### config.mk
export PLATFORM = sky130hd
export DESIGN_NAME = rr_pkt_mux
export DESIGN_NICKNAME = d
export VERILOG_FILES = /design/src/rtl/rr_pkt_mux_pkg.sv /design/src/rtl/rr_pkt_mux_oreg.sv /design/src/rtl/rr_pkt_mux.sv
export SDC_FILE = /design/constraint.sdc
export NUM_CORES = 1
export LEC_CHECK = 0
export BUFFER_PORTS_ARGS = -buffer_cell sky130_fd_sc_hd__buf_4
export CAP_MARGIN = 0
export CORE_MARGIN = 3
export CORE_UTILIZATION = 49
export DETAILED_ROUTE_END_ITERATION = 10
export PLACE_DENSITY_LB_ADDON = 0.3
export SETUP_SLACK_MARGIN = 0.5
export SYNTH_ARGS = -nofsm -noshare
export SYNTH_HDL_FRONTEND = slang
export SYNTH_SLANG_ARGS = --single-unit
export TNS_END_PERCENT = 30
### constraint.sdc
create_clock -name clk -period 3.1 [get_ports clk]
set_input_delay 0.155 -clock clk [delete_from_list [all_inputs] [get_ports clk]]
set_output_delay 0.155 -clock clk [all_outputs]
set_load 0.1 [all_outputs]
### src/rtl/rr_pkt_mux_pkg.sv
// rr_pkt_mux shared definitions: FSM state encoding and default parameters.
// Included by the mux top and its output register stage.
package rr_pkt_mux_pkg;

    localparam int DEF_NREQ          = 2;
    localparam int DEF_DATA_WIDTH    = 32;
    localparam int DEF_MAX_PKT_BEATS = 256;

    // Stream lock FSM: wait for grant, pass a packet, let the arbiter update
    typedef enum logic [1:0] {
        IDLE   = 2'd0,
        PASS   = 2'd1,
        SETTLE = 2'd2
    } state_t;

endpackage

### src/rtl/rr_pkt_mux_oreg.sv
// rr_pkt_mux output stage: one valid/ready register carrying
// {last, src, data}; it loads whenever it is empty or being drained.
module rr_pkt_mux_oreg
    import rr_pkt_mux_pkg::*;
#(
    parameter int W = 8
) (
    input  logic         clk,
    input  logic         rst,
    input  logic         i_valid,
    input  logic [W-1:0] i_data,
    input  logic         i_ready,
    output logic         o_load,
    output logic         o_valid,
    output logic [W-1:0] o_data
);

    logic         r_valid;
    logic [W-1:0] r_data;

    assign o_load  = !r_valid || i_ready;
    assign o_valid = r_valid;
    assign o_data  = r_data;

    // Take a new beat when free; payload frozen while stalled
    always_ff @(posedge clk or posedge rst) begin
        if (rst) begin
            r_valid <= 1'b0;
            r_data  <= '0;
        end else if (o_load) begin
            r_valid <= i_valid;
            if (i_valid) begin
                r_data <= i_data;
            end
        end
    end

endmodule

### src/rtl/rr_pkt_mux.sv
// rr_pkt_mux: packet-locked N:1 stream mux driven by an external arbiter.
// Optional statistics (pktCnt/truncCnt) when RR_PKT_MUX_STATS_EN is defined.
module rr_pkt_mux
    import rr_pkt_mux_pkg::*;
#(
    parameter int NREQ          = DEF_NREQ,
    parameter int DATA_WIDTH    = DEF_DATA_WIDTH,
    parameter int MAX_PKT_BEATS = DEF_MAX_PKT_BEATS
) (
    input  logic                       clk,
    input  logic                       rst,
    input  logic [NREQ-1:0]            inValid,
    input  logic [NREQ*DATA_WIDTH-1:0] inData,
    input  logic [NREQ-1:0]            inLast,
    output logic [NREQ-1:0]            inReady,
    output logic [NREQ-1:0]            reqBus,
    input  logic [NREQ-1:0]            grantBus,
    output logic                       reqArb,
    output logic                       outValid,
    output logic [DATA_WIDTH-1:0]      outData,
    output logic                       outLast,
    output logic [$clog2(NREQ)-1:0]    outSrc,
    input  logic                       outReady,
    output logic                       truncErr
`ifdef RR_PKT_MUX_STATS_EN
    ,
    output logic [31:0]                pktCnt,
    output logic [15:0]                truncCnt
`endif
);

    localparam int SW = $clog2(NREQ);
    localparam int CW = $clog2(MAX_PKT_BEATS + 1);
    localparam int PW = DATA_WIDTH + 1 + SW;

    state_t          r_state;
    logic [SW-1:0]   r_sel;
    logic [CW-1:0]   r_cnt;
    logic            r_reqArb;

    logic [SW-1:0]   w_gIdx;
    logic            w_gHit;
    logic            w_load;
    logic            w_acc;
    logic            w_atMax;
    logic            w_selLast;
    logic            w_end;
    logic            w_trunc;
    logic [DATA_WIDTH-1:0] w_selData;
    logic [PW-1:0]   w_pIn;
    logic [PW-1:0]   w_pOut;

    assign reqBus   = inValid;
    assign reqArb   = r_reqArb;
    assign truncErr = w_trunc;

    // Granted index from the one-hot grant
    always_comb begin
        w_gIdx = '0;
        for (int i = 0; i < NREQ; i++) begin
            if (grantBus[i]) begin
                w_gIdx = w_gIdx | SW'(i);
            end
        end
    end

    assign w_gHit    = |(grantBus & inValid);
    assign w_selData = inData[r_sel*DATA_WIDTH +: DATA_WIDTH];
    assign w_selLast = inLast[r_sel];

    // Only the locked stream may be accepted, and only when the
    // output register can take the beat this cycle
    always_comb begin
        inReady = '0;
        if (r_state == PASS) begin
            inReady[r_sel] = w_load;
        end
    end

    assign w_acc   = (r_state == PASS) && inValid[r_sel] && w_load;
    assign w_atMax = (r_cnt == CW'(MAX_PKT_BEATS - 1));
    assign w_end   = w_acc && (w_selLast || w_atMax);
    assign w_trunc = w_acc && !w_selLast && w_atMax;

    // A forced end at the beat limit is marked as last downstream
    assign w_pIn = {(w_selLast || w_atMax), r_sel, w_selData};

    rr_pkt_mux_oreg #(
        .W (PW)
    ) u_oreg (
        .clk     (clk),
        .rst     (rst),
        .i_valid (w_acc),
        .i_data  (w_pIn),
        .i_ready (outReady),
        .o_load  (w_load),
        .o_valid (outValid),
        .o_data  (w_pOut)
    );

    assign {outLast, outSrc, outData} = w_pOut;

    // Lock FSM: packet end is decided at acceptance, not at output,
    // so a downstream stall never delays the re-arbitrate pulse
    always_ff @(posedge clk or posedge rst) begin
        if (rst) begin
            r_state  <= IDLE;
            r_sel    <= '0;
            r_cnt    <= '0;
            r_reqArb <= 1'b0;
        end else begin
            r_reqArb <= 1'b0;
            unique case (r_state)
                IDLE: begin
                    if (|grantBus && w_gHit) begin
                        r_sel   <= w_gIdx;
                        r_state <= PASS;
                    end
                end
                PASS: begin
                    if (w_end) begin
                        r_cnt    <= '0;
                        r_reqArb <= 1'b1;
                        r_state  <= SETTLE;
                    end else if (w_acc) begin
                        r_cnt <= r_cnt + CW'(1);
                    end
                end
                SETTLE: begin
                    r_state <= IDLE;
                end
                default: begin
                    r_state <= IDLE;
                end
            endcase
        end
    end

`ifdef RR_PKT_MUX_STATS_EN
    logic [31:0] r_pktCnt;
    logic [15:0] r_truncCnt;

    assign pktCnt   = r_pktCnt;
    assign truncCnt = r_truncCnt;

    // Packet ends wrap; truncations saturate
    always_ff @(posedge clk or posedge rst) begin
        if (rst) begin
            r_pktCnt   <= '0;
            r_truncCnt <= '0;
        end else begin
            if (w_end) begin
                r_pktCnt <= r_pktCnt + 32'd1;
            end
            if (w_trunc && (r_truncCnt != 16'hFFFF)) begin
                r_truncCnt <= r_truncCnt + 16'd1;
            end
        end
    end
`endif

endmodule

Word level (Yosys, flattened, before mapping):

Cells that the tools add are included.

* flip-flop bits (word level): 48
* input bits: 73

* bitwise gates (word level): 2
* equality and inequality tests: 4
* muxes and demuxes: 15
* shifts and indexed selects: 1
* reductions and logical operators: 19
* add/subtract/negate cells: 1
* magnitude comparators: 2

Operators with widths (count)
* $shiftx A64 B7 Y32: 1
* $mux W9: 2
* $add A9 B1 Y9 const B: 1
* $eq A9 B8 Y1 const B: 1
* $mux W1: 8
* $reduce_and A2 Y1: 4
* $logic_and A1 B1 Y1: 7
* $mux W2: 3
* $and A2 B2 Y2: 2
* $ne A2 B2 Y1 const B: 2
* $pmux W2 S2: 1
* $reduce_or A2 Y1: 2
* $eq A2 B1 Y1 const B: 1
* $logic_not A1 Y1: 2
* $logic_not A2 Y1: 1
* $logic_or A1 B1 Y1: 2
* $lt A1 B2 Y1 const B: 1
* $reduce_bool A2 Y1: 1
* $demux W1 S1: 1
* $ge A1 B1 Y1 const B: 1

Longest topological paths before layout:

Gate-level depths: netlist of run 1.

* depth in word-level cells: 7
* mapped depth: 7

Modules after synthesis:

Synthesis of run 1 repeated with hierarchy kept, for this count alone.

* cells, all modules: 184
* area total of the unflattened synthesis: 2578.7 um2

Modules (own cells, without submodules)
* rr_pkt_mux_oreg: instances 1, area an instance 1467.7 um2, cells an instance 76
* rr_pkt_mux: instances 1, area an instance 1111.1 um2, cells an instance 108

Worst setup path before layout of run 1:

OpenSTA, ideal clock, no wires.

* kind: register -> output
* start point: reg u_oreg.r_valid, in the netlist u_oreg.o_valid
* end point: out truncErr
* setup slack: -856 ps
* path buffers: 2
* stages on the path, launching flop included: 6
* arrival: 3801 ps
* data required time: 2945 ps
* path through: dfrtp_1 -> nor2b_1 -> or3_1 -> clkbuf_1 -> buf_2 -> nor3_1

* longest elaborated chain between the ends: 5

Ends and longest elaborated chain
* start, declared: RTL line rr_pkt_mux_oreg.sv:18 `logic r_valid;`
* start signal, assigned: RTL line rr_pkt_mux_oreg.sv:31 `r_valid <= i_valid;`
* $logic_not A1 Y1: RTL line rr_pkt_mux_oreg.sv:21 `assign o_load = !r_valid || i_ready;`
* $logic_or A1 B1 Y1: RTL line rr_pkt_mux_oreg.sv:21
* $logic_and A1 B1 Y1: RTL line rr_pkt_mux.sv:80 `assign w_acc = (r_state == PASS) && inValid[r_sel] && w_load;`
* $logic_and A1 B1 Y1 (2 in a row): RTL line rr_pkt_mux.sv:83 `assign w_trunc = w_acc && !w_selLast && w_atMax;`
* end, declared: RTL line rr_pkt_mux.sv:24 `output logic truncErr`

Every way passes these cells.

Final worst setup path of run 1:

* start point: reg r_state[1]
* end point: out truncErr

* longest elaborated chain between the ends: 5

Ends and longest elaborated chain
* start, declared: RTL line rr_pkt_mux.sv:36 `state_t r_state;`
* start signal, assigned: RTL line rr_pkt_mux.sv:107 `r_state <= IDLE;`
* start signal, assigned: RTL line rr_pkt_mux.sv:117 `r_state <= PASS;`
* start signal, assigned: RTL line rr_pkt_mux.sv:124 `r_state <= SETTLE;`
* $eq A2 B1 Y1: RTL line rr_pkt_mux.sv:80
* $logic_and A1 B1 Y1 (2 in a row): RTL line rr_pkt_mux.sv:80
* $logic_and A1 B1 Y1 (2 in a row): RTL line rr_pkt_mux.sv:83

Every way passes these cells.

==> impl_results.rst, run 1 <==
.. list-table::
   :header-rows: 1

   * - Metric
     - Value
   * - Kind of end point of the critical path
     - output pin
   * - Register-to-register path setup slack
     - 0.99 ns
   * - Mapped cell area
     - 0.002245 mm^2
   * - Clk sink count
     - 48
   * - Post-route cell area
     - 0.003216 mm^2
   * - Synth Instances
     - 221
   * - H-tree level count
     - 2
   * - Actual transition at the worst max-transition pin
     - 0.9730 ns
   * - Die H
     - 73.68 um
   * - Core box area
     - 0.004202 mm^2
   * - Area enclosed by the die boundary
     - 0.005429 mm^2
   * - #FFs+latches synth
     - 48
   * - Number of different library cells in the post-synthesis netlist
     - 32
   * - Classification of the worst-slack hold path
     - in -> async
   * - Status
     - finished, final reports clean
   * - Die width
     - 73.68 um
   * - Crit path buffers/inverters
     - 1
   * - Post-Place Cells
     - 373
   * - Period Utilization, post-route
     - 74.19%
   * - Final Hold Viols
     - 0
   * - Maximum achievable frequency
     - 434.8 MHz
   * - Top cell type's share of synthesized area
     - 53.51%
   * - Synthesized area per cell
     - 10.16 um^2
   * - Minimum clock period
     - 2.300 ns
   * - Starting density of the core
     - 53.42%
   * - Worst-skew pair later-pin latency
     - 0.29 ns
   * - Sequential cell area fraction in the yosys report
     - 53.51%
   * - Reg2Reg Capture Point
     - r_cnt[4]
   * - Setup Viol. Count Final
     - 0
   * - Ranking of synthesized cells by area
     - sky130_fd_sc_hd__dfrtp_1 (54%), sky130_fd_sc_hd__mux2i_1 (15%), sky130_fd_sc_hd__o21ai_0 (6.7%), sky130_fd_sc_hd__nand2_1 (6.5%), sky130_fd_sc_hd__o21ai_1 (2.2%)
   * - DRT Pass-1 Iters
     - 4
   * - Global Route Usage Sum
     - 20.94%
   * - Post-synthesis net count
     - 296
   * - Overall routed net length
     - 5.554 mm
   * - Largest clock skew in the final design
     - 0.004736 ns
   * - Layout area overhead
     - 43.26%
   * - Count of placed standard cells in the final layout, fillers left out
     - 381
   * - TritonCTS Buffers
     - 5
   * - Routability congestion estimate
     - 0.9303
   * - Number of vias per cell
     - 5.220
   * - Cell-by-cell trace of the critical path
     - nand2b_1, or3_2, nor3_2, buf_4
   * - Post-DP HPWL
     - 4.290 mm
   * - Crit path max fanout
     - 29
   * - Worst-path clk slew
     - 0.09 ns
   * - Slowest CP cell
     - sky130_fd_sc_hd__or3_2
   * - Antenna violations before repair
     - 0
   * - Max cap viols
     - 0
   * - Number of buffers between clock root and the deepest sink
     - 2
   * - Class of the most critical setup path
     - reg -> out
   * - Count of nets left with antenna violations after detail routing
     - 0
   * - Final Core Density
     - 76.53%
   * - Post-CTS Setup Bufs
     - 0
   * - Sum of overflow across all layers after global routing
     - 0
   * - Number of inserted diodes
     - 0
   * - TritonCTS clock tree
     - yes
   * - Worst Reg2Reg Path Length in Cells
     - 5
   * - Wire length of the first global-routing pass
     - 8.776 mm
   * - Number of global-route vias before repair
     - 1,936
   * - Fin. max-slew vios
     - 0
   * - DRC violations left
     - 0
   * - Number of placement rows
     - 23
   * - Maximum number of pins on one net before global-route repair
     - 50
   * - Startpoint kind of the worst setup timing path
     - flip-flop
   * - Share of cells above drive strength 1
     - 39.88%
   * - Worst endpoint required time
     - 2.94 ns
   * - Detail-routed net length per standard cell
     - 14.58 um
   * - Port-buffer cells
     - 113
   * - Cts repair resizes
     - 0
   * - Maximum single-stage delay on the critical path
     - 0.73 ns
   * - Worst R2R Start
     - r_sel
   * - Headroom to the max-slew limit
     - 35.04%
   * - Top Ports
     - 114
   * - Post-route setup TNS
     - 0 ns
   * - Number of hold buffers added after cts
     - 0
   * - Number of vias after detailed routing
     - 1,989
   * - Master cell of the clock root buffer
     - sky130_fd_sc_hd__clkbuf_8
   * - Top cell type by total area after synthesis
     - sky130_fd_sc_hd__dfrtp_1
   * - Cell area after placement
     - 0.003122 mm^2
   * - Setup repair after global routing missed its margin
     - false
   * - Initial DRC count
     - 70
   * - Syn. warnings
     - 0
   * - Largest delay contributor family on the critical path
     - simple AND/OR/NAND/NOR gates
   * - Post-layout net count
     - 405
   * - Signal arrival time at the worst endpoint
     - 2.14 ns
-- cell type report --
type                            count  area (um^2)
Clock buffer                        7        86.33
Clock inverter                      1        7.507
Fill cell                         305        985.9
Inverter                            4        15.01
Multi-Input combinational cell    155        970.9
Sequential cell                    48         1202
Tap cell                           50        62.56
Timing Repair Buffer              116        870.8
-- flip-flops by register name, indices dropped and copies added (netlist names) --
register and flops:
r_cnt 9, u_oreg.o_valid 1, u_oreg.o_data 34, r_state 2
reqArb 1, r_sel 1
-- through the flow --
stage | worst slack (ns) | hold slack [ns]
after floorplan | -0.1393 | 0.3055
after global placement | 1.087 | 0.4011
after detailed placement | 0.9923 | 0.4096
after CTS | 0.7969 | 0.09532
after global routing | 0.7271 | 0.1033
final | 0.8001 | 0.07985
-- cells in the mapped netlist --
cell and count:
sky130_fd_sc_hd__mux2i_1 34, sky130_fd_sc_hd__nand2_2 1, sky130_fd_sc_hd__nor2_1 3, sky130_fd_sc_hd__or3_1 2, sky130_fd_sc_hd__a21oi_1 2, sky130_fd_sc_hd__or4_1 1, sky130_fd_sc_hd__clkbuf_1 4, sky130_fd_sc_hd__buf_4 2
sky130_fd_sc_hd__nor3b_1 2, sky130_fd_sc_hd__nand3_1 6, sky130_fd_sc_hd__and3_1 1, sky130_fd_sc_hd__ha_1 2, sky130_fd_sc_hd__o31ai_1 2, sky130_fd_sc_hd__nand2_1 39, sky130_fd_sc_hd__nor3_1 5, sky130_fd_sc_hd__a22oi_1 1
sky130_fd_sc_hd__nor2b_1 1, sky130_fd_sc_hd__mux2_2 2, sky130_fd_sc_hd__o21bai_1 1, sky130_fd_sc_hd__o21ai_0 30, sky130_fd_sc_hd__o21ai_1 10, sky130_fd_sc_hd__buf_2 7, sky130_fd_sc_hd__a211oi_1 1, sky130_fd_sc_hd__nor2_2 1
sky130_fd_sc_hd__nand4_1 2, sky130_fd_sc_hd__dfrtp_1 48, sky130_fd_sc_hd__buf_1 1, sky130_fd_sc_hd__o21a_1 1, sky130_fd_sc_hd__inv_1 4, sky130_fd_sc_hd__nand2b_1 2, sky130_fd_sc_hd__o22ai_1 2, sky130_fd_sc_hd__and2_1 1
-- worst max-delay path by stage --
stage | startpoint | to | slack (ns) | cells past startpoint
global placement | r_sel | r_cnt[4] | 1.09 | 5
detailed placement | r_sel | r_cnt[4] | 0.99 | 5
finish | r_state[1] | truncErr | 0.80 | 4
floorplan | u_oreg.o_valid | inReady[0] | -0.14 | 2
global route | r_sel | truncErr | 0.73 | 4
CTS | r_state[1] | truncErr | 0.80 | 4
-- routing by layer --
layer	track usage, %	part of all wire (%)	vias to the layer above
met5	0	0	-
met4	6.640	0.92	0
met3	4.788	8.7	5
met2	37.89	54	83
met1	24.25	37	913
li1	-	-	988
-- worst reg2reg max path: cells and delay by family (launching register included) --
kind                   cells  cell delay [ns]
flip-flops                 1             0.37
multiplexers               1             0.47
AND/OR/NAND/NOR            2             0.44
buffers and inverters      1             0.48
AO/OA/AOI/OAI              1             0.26
-- placed cells by master, fill, tap and decap left out, drive strengths merged, types with 4 or more instances in the layout --
cell	instances
dfrtp	48
inv	4
nand3	6
nor3	5
o21ai	40
nand2	40
buf	116
mux2i	34
clkbuf	7
nor2	4
-- cell families (layout without fill, tap and decap cells) --
kind of cell / after synthesis / in the layout / synth area share (%)
simple gates: 67 / 67 / 13.55
fa+ha+maj: 2 / 2 / 1.115
buf+inv: 18 / 128 / 3.734
compound gates: 50 / 50 / 11.93
mux: 36 / 36 / 16.17
flops: 48 / 48 / 53.51
Power of run 1 is left out: the tool's default activity adds up to more than one toggle a clock period on the data nets, which glitch-free logic cannot reach.
==> inputs of run 2 (changes only) <==
Settings changed: CORE_UTILIZATION 49 to 45.
Clock period 3.1 ns to 2.4 ns, I/O delays scaled along.
==> run 2 against run 1 <==
Wire length increased by 1.3%. Final area increased by 7.8%. Clock skew is 0.00089 ns higher. Setup slack worse by 0.29 ns. Register-to-register slack worse by 0.48 ns. Global-route usage fell by 1.4 points. Hold slack worse by 0.013 ns. Critical path depth rose by 1. Flip-flop and latch count stayed put.
==> impl_results.rst, run 2 (synthesized netlist as in run 1, its figures left out) <==
.. list-table::
   :header-rows: 1

   * - Metric
     - Value
   * - Wire length of the first global-routing pass
     - 9.163 mm
   * - Most frequent cells in the layout
     - sky130_fd_sc_hd__buf_4 (129), sky130_fd_sc_hd__dfrtp_1 (46), sky130_fd_sc_hd__nand2_1 (39)
   * - Period Utilization, post-route
     - 78.75%
   * - Setup repair after global routing missed its margin
     - true
   * - Fill cell count
     - 378
   * - Post-route setup TNS
     - 0 ns
   * - Maximum achievable frequency
     - 529.1 MHz
   * - Share of cells above drive strength 1
     - 45.69%
   * - H-tree level count
     - 2
   * - Kind of end point of the critical path
     - flip-flop
   * - Cell area after placement
     - 0.003191 mm^2
   * - Area enclosed by the die boundary
     - 0.005871 mm^2
   * - Count of placed standard cells in the final layout, fillers left out
     - 415
   * - Post-route cell area
     - 0.003467 mm^2
   * - Setup slack after placement
     - 0.4691 ns
   * - Die width
     - 76.63 um
   * - Signal arrival time at the worst endpoint
     - 2.12 ns
   * - Classification of the worst-slack hold path
     - in -> reg
   * - Overall routed net length
     - 5.624 mm
   * - Class of the most critical setup path
     - reg -> reg
   * - Number of buffers between clock root and the deepest sink
     - 2
   * - Crit path max fanout
     - 4
   * - Detail-routed net length per standard cell
     - 13.55 um
   * - Reg2Reg Capture Point
     - r_cnt[7]
   * - Top Ports
     - 114
   * - Worst endpoint required time
     - 2.63 ns
   * - Status
     - finished, final reports clean
   * - Final Hold Viols
     - 0
   * - Max reg flops
     - 34
   * - Startpoint kind of the worst setup timing path
     - flip-flop
   * - Hold_sp
     - grantBus[1]
   * - Master cell of the clock root buffer
     - sky130_fd_sc_hd__clkbuf_8
   * - Maximum single-stage delay on the critical path
     - 0.46 ns
   * - Die H
     - 76.63 um
   * - Worst-skew pair later-pin latency
     - 0.30 ns
   * - Worst R2R Start
     - r_sel
   * - DRC violations left
     - 0
   * - Number of vias per cell
     - 4.976
   * - Worst Reg2Reg Path Length in Cells
     - 5
   * - Count of nets left with antenna violations after detail routing
     - 0
   * - Headroom to the max-slew limit
     - 65.17%
   * - Setup Viol. Count Final
     - 0
   * - Slowest CP cell
     - sky130_fd_sc_hd__or4_1
   * - Number of placement rows
     - 25
   * - Port-buffer cells
     - 113
   * - Destination of the critical timing path
     - r_cnt[7]
   * - Number of vias after detailed routing
     - 2,065
   * - Sum of overflow across all layers after global routing
     - 0
   * - DRT Pass-1 Iters
     - 4
   * - Max cap viols
     - 0
   * - TritonCTS clock tree
     - yes
   * - Global Route Usage Sum
     - 19.52%
   * - Number of global-route vias before repair
     - 2,076
   * - Largest clock skew in the final design
     - 0.005625 ns
   * - Minimum clock period
     - 1.890 ns
   * - Most common cell after layout, fill and taps aside
     - sky130_fd_sc_hd__buf_4
   * - Post-layout net count
     - 423
   * - Starting density of the core
     - 46.90%
   * - Actual transition at the worst max-transition pin
     - 0.5217 ns
   * - Post-DP HPWL
     - 4.016 mm
   * - TritonCTS Buffers
     - 5
   * - Worst-path clk slew
     - 0.08 ns
   * - Fin. max-slew vios
     - 0
   * - Layout area overhead
     - 54.46%
   * - Core box area
     - 0.004786 mm^2
   * - Clk sink count
     - 48
   * - Slack of the critical path
     - 0.5101 ns
   * - Routability congestion estimate
     - 0.7762
   * - Crit. Startpoint
     - r_sel
   * - Maximum number of pins on one net before global-route repair
     - 51
   * - Cell-by-cell trace of the critical path
     - mux2i_2, or3_4, buf_4, or4_1, mux2i_1
   * - Post-Place Cells
     - 392
   * - Register-to-register path setup slack
     - 0.51 ns
   * - Antenna violations before repair
     - 0
   * - Number of inserted diodes
     - 0
   * - Initial DRC count
     - 121
run 2: cell types whose count changed in the layout (fill, tap and decap cells not counted), sizes merged:
cell,delta
dlygate4sd3,+1
clkinvlp,-1
or3,+1
buf,+16
run 2: how the worst min path moves through the flow:
stage | endpoint | slack [ns] | cells past startpoint
floorplan | r_sel | 0.27 | 1
global placement | u_oreg.o_data[23] | 0.19 | 2
detailed placement | u_oreg.o_data[23] | 0.20 | 2
CTS | r_sel | 0.05 | 2
global route | r_sel | 0.06 | 2
finish | r_sel | 0.07 | 2
run 2: final cells by class:
cell class	count	area, um^2	area share, %
repair buffers	133	1025	29.56
inverters	4	15.01	0.4331
multi-input cells	156	1041	30.03
clock buffers	7	96.34	2.779
flip-flops and latches	48	1206	34.79
well taps	67	83.83	2.418
run 2: stage by stage:
step	util, %	hold slack, ns
floorplan	-	0.2705
global placement	66.67	0.1863
detailed placement	66.67	0.1973
CTS	70.43	0.05385
global route	72.44	0.06158
finish	72.44	0.06696
run 2: routing by layer:
metal	share of wire (%)	routed length, um	track usage, %
met3	9.5	536	8.274
met2	51	2842	33.30
met5	0	0	0
met1	39	2174	22.24
met4	1.3	72	5.797
run 2: worst max-delay path, delay by kind of cell (launching register included):
| family | cells | cell delay [ns] |
|---|---|---|
| buffers and inverters | 1 | 0.17 |
| AND/OR/NAND/NOR | 2 | 0.89 |
| multiplexers | 2 | 0.33 |
| flip-flops | 1 | 0.44 |
run 2: what timing repair did:
action                                 CTS  global route
buffers inserted                         5             9
hold buffers                             1             0
cloned                                   1             0
gates resized for setup                  8             9
setup endpoints to repair                5            22
endpoints found under the hold margin   23             0
pin swaps                                2             5
Power of run 2 is left out for the same reason.
==> inputs of run 3 (changes only) <==
Clock period 2.4 ns to 1.8 ns, I/O delays scaled along.
==> run 3 against run 2 <==
Critical path type is now reg -> out. Sequential share of layout area shrank 2.4 points. Die area is the same. Count of clock-buffer cells in the layout is the same. Wire length grew 22%. Critical path depth shrank 1. Highest routed layer unchanged. Register-to-register slack lost 0.42 ns. Cell count grew 1.9%. Setup slack lost 0.51 ns. Flip-flop and latch count is the same.
==> impl_results.rst, run 3 (synthesized netlist as in run 1, its figures left out) <==
.. list-table::
   :header-rows: 1

   * - Metric
     - Value
   * - Core box area
     - 0.004786 mm^2
   * - Reg2Reg Capture Point
     - r_cnt[7]
   * - Largest clock skew in the final design
     - 0.006577 ns
   * - Period Utilization, post-route
     - 99.92%
   * - Routability congestion estimate
     - 0.8336
   * - Area enclosed by the die boundary
     - 0.005871 mm^2
   * - Wire length of the first global-routing pass
     - 11.32 mm
   * - Destination of the critical timing path
     - truncErr
   * - Kind of end point of the critical path
     - output pin
   * - Startpoint kind of the worst setup timing path
     - flip-flop
   * - Die width
     - 76.63 um
   * - Initial DRC count
     - 161
   * - H-tree level count
     - 2
   * - Starting density of the core
     - 46.90%
   * - Max reg flops
     - 34
   * - Count of placed standard cells in the final layout, fillers left out
     - 423
   * - Number of buffers between clock root and the deepest sink
     - 2
   * - Number of vias after detailed routing
     - 2,183
   * - Maximum number of pins on one net before global-route repair
     - 36
   * - Detail-routed net length per standard cell
     - 16.25 um
   * - Reg area
     - 0.001206 mm^2
   * - Share of cells above drive strength 1
     - 48.31%
   * - Headroom to the max-slew limit
     - 51.34%
   * - Post-DP HPWL
     - 4.504 mm
   * - Number of global-route vias before repair
     - 2,264
   * - Post-route setup TNS
     - 0 ns
   * - Worst endpoint required time
     - 1.71 ns
   * - Number of inserted diodes
     - 0
   * - Port-buffer cells
     - 113
   * - Number of vias per cell
     - 5.161
   * - Cell-by-cell trace of the critical path
     - mux2i_2, or3_4, nor3_4, buf_12
   * - Post-layout net count
     - 431
   * - Count of nets left with antenna violations after detail routing
     - 0
   * - Final Hold Viols
     - 0
   * - Status
     - finished, final reports clean
   * - Fin. max-slew vios
     - 0
   * - TritonCTS clock tree
     - yes
   * - Post-Place Cells
     - 397
   * - Maximum single-stage delay on the critical path
     - 0.42 ns
   * - Worst Reg2Reg Path Length in Cells
     - 4
   * - Class of the most critical setup path
     - reg -> out
   * - Overall routed net length
     - 6.873 mm
   * - Worst-skew pair later-pin latency
     - 0.29 ns
   * - Max cap viols
     - 0
   * - Footprint of the multi-input gates
     - 0.001045 mm^2
   * - Maximum achievable frequency
     - 556.0 MHz
   * - Global Route Usage Sum
     - 24.56%
   * - Most frequent cells in the layout
     - sky130_fd_sc_hd__buf_4 (124), sky130_fd_sc_hd__dfrtp_1 (46), sky130_fd_sc_hd__nand2_1 (38)
   * - DRT Pass-1 Iters
     - 4
   * - Antenna violations before repair
     - 0
   * - Signal arrival time at the worst endpoint
     - 1.71 ns
   * - Most common cell after layout, fill and taps aside
     - sky130_fd_sc_hd__buf_4
   * - TritonCTS Buffers
     - 5
   * - Top Ports
     - 114
   * - Fill cell count
     - 346
   * - Register-to-register path setup slack
     - 0.09 ns
   * - Worst R2R Start
     - r_sel
   * - Master cell of the clock root buffer
     - sky130_fd_sc_hd__clkbuf_8
   * - Largest delay contributor family on the critical path
     - simple AND/OR/NAND/NOR gates
   * - Minimum clock period
     - 1.799 ns
   * - Sum of overflow across all layers after global routing
     - 0
   * - Setup repair after global routing missed its margin
     - true
   * - Crit path max fanout
     - 3
   * - Classification of the worst-slack hold path
     - in -> reg
   * - Clk sink count
     - 48
   * - Die H
     - 76.63 um
   * - Crit path buffers/inverters
     - 1
   * - Final Core Density
     - 77.80%
   * - Worst-path clk slew
     - 0.09 ns
   * - Stages on the worst setup path
     - 4
   * - DRC violations left
     - 0
   * - Slowest CP cell
     - sky130_fd_sc_hd__dfrtp_2
   * - Number of placement rows
     - 25
   * - Crit. Startpoint
     - r_sel
   * - Setup Viol. Count Final
     - 0
   * - Actual transition at the worst max-transition pin
     - 0.7289 ns
   * - Layout area overhead
     - 65.89%
[run 3: cell types whose count changed in the layout (fill, tap and decap cells not counted), sizes merged]
cell / previous run / this run
buf: 132 / 139
or3: 3 / 2
bufbuf: 0 / 2
[run 3: per-stage QoR]
step           worst slack (ns)  cell area [um^2]  hold slack, ns
2_1_floorplan           -0.5256              2311          0.2405
3_3_place_gp             0.1490              3228          0.2717
3_5_place_dp            0.09643              3228          0.2682
4_1_cts                 0.04567              3654         0.03588
5_1_grt                -0.04385              3724         0.02918
6_report               0.001428              3724         0.03652
[run 3: cell type report]
cell class,count,share of cell area (%)
repair buffers,142,34.31
well taps,67,2.251
flip-flops and latches,48,32.39
clock buffers,7,2.587
multi-input cells,155,28.06
inverters,4,0.4032
[run 3: worst min-delay path by stage]
stage,slack (ns),from,cells past startpoint,end
2_1_floorplan,0.24,grantBus[1],1,r_sel
3_3_place_gp,0.27,rst,2,u_oreg.o_valid
3_5_place_dp,0.27,rst,2,u_oreg.o_valid
4_1_cts,0.04,grantBus[1],2,r_sel
5_1_grt,0.03,grantBus[1],2,r_sel
6_report,0.04,grantBus[1],2,r_sel
[run 3: timing repair]
action,in CTS,in global routing
cloned,4,0
pin swaps,8,5
hold buffers,1,0
setup endpoints to repair,49,49
buffers inserted,13,1
hold endpoints to repair,33,0
resized for setup,29,30
[run 3: metal layers]
metal | up-vias | routed length, um | global-route usage, %
met1 | 1042 | 2641 | 29.25
met3 | 17 | 430 | 6.028
met5 | - | 0 | 0
li1 | 1044 | - | -
met2 | 80 | 3630 | 43.76
met4 | 0 | 170 | 7.246
Power of run 3 is left out for the same reason.
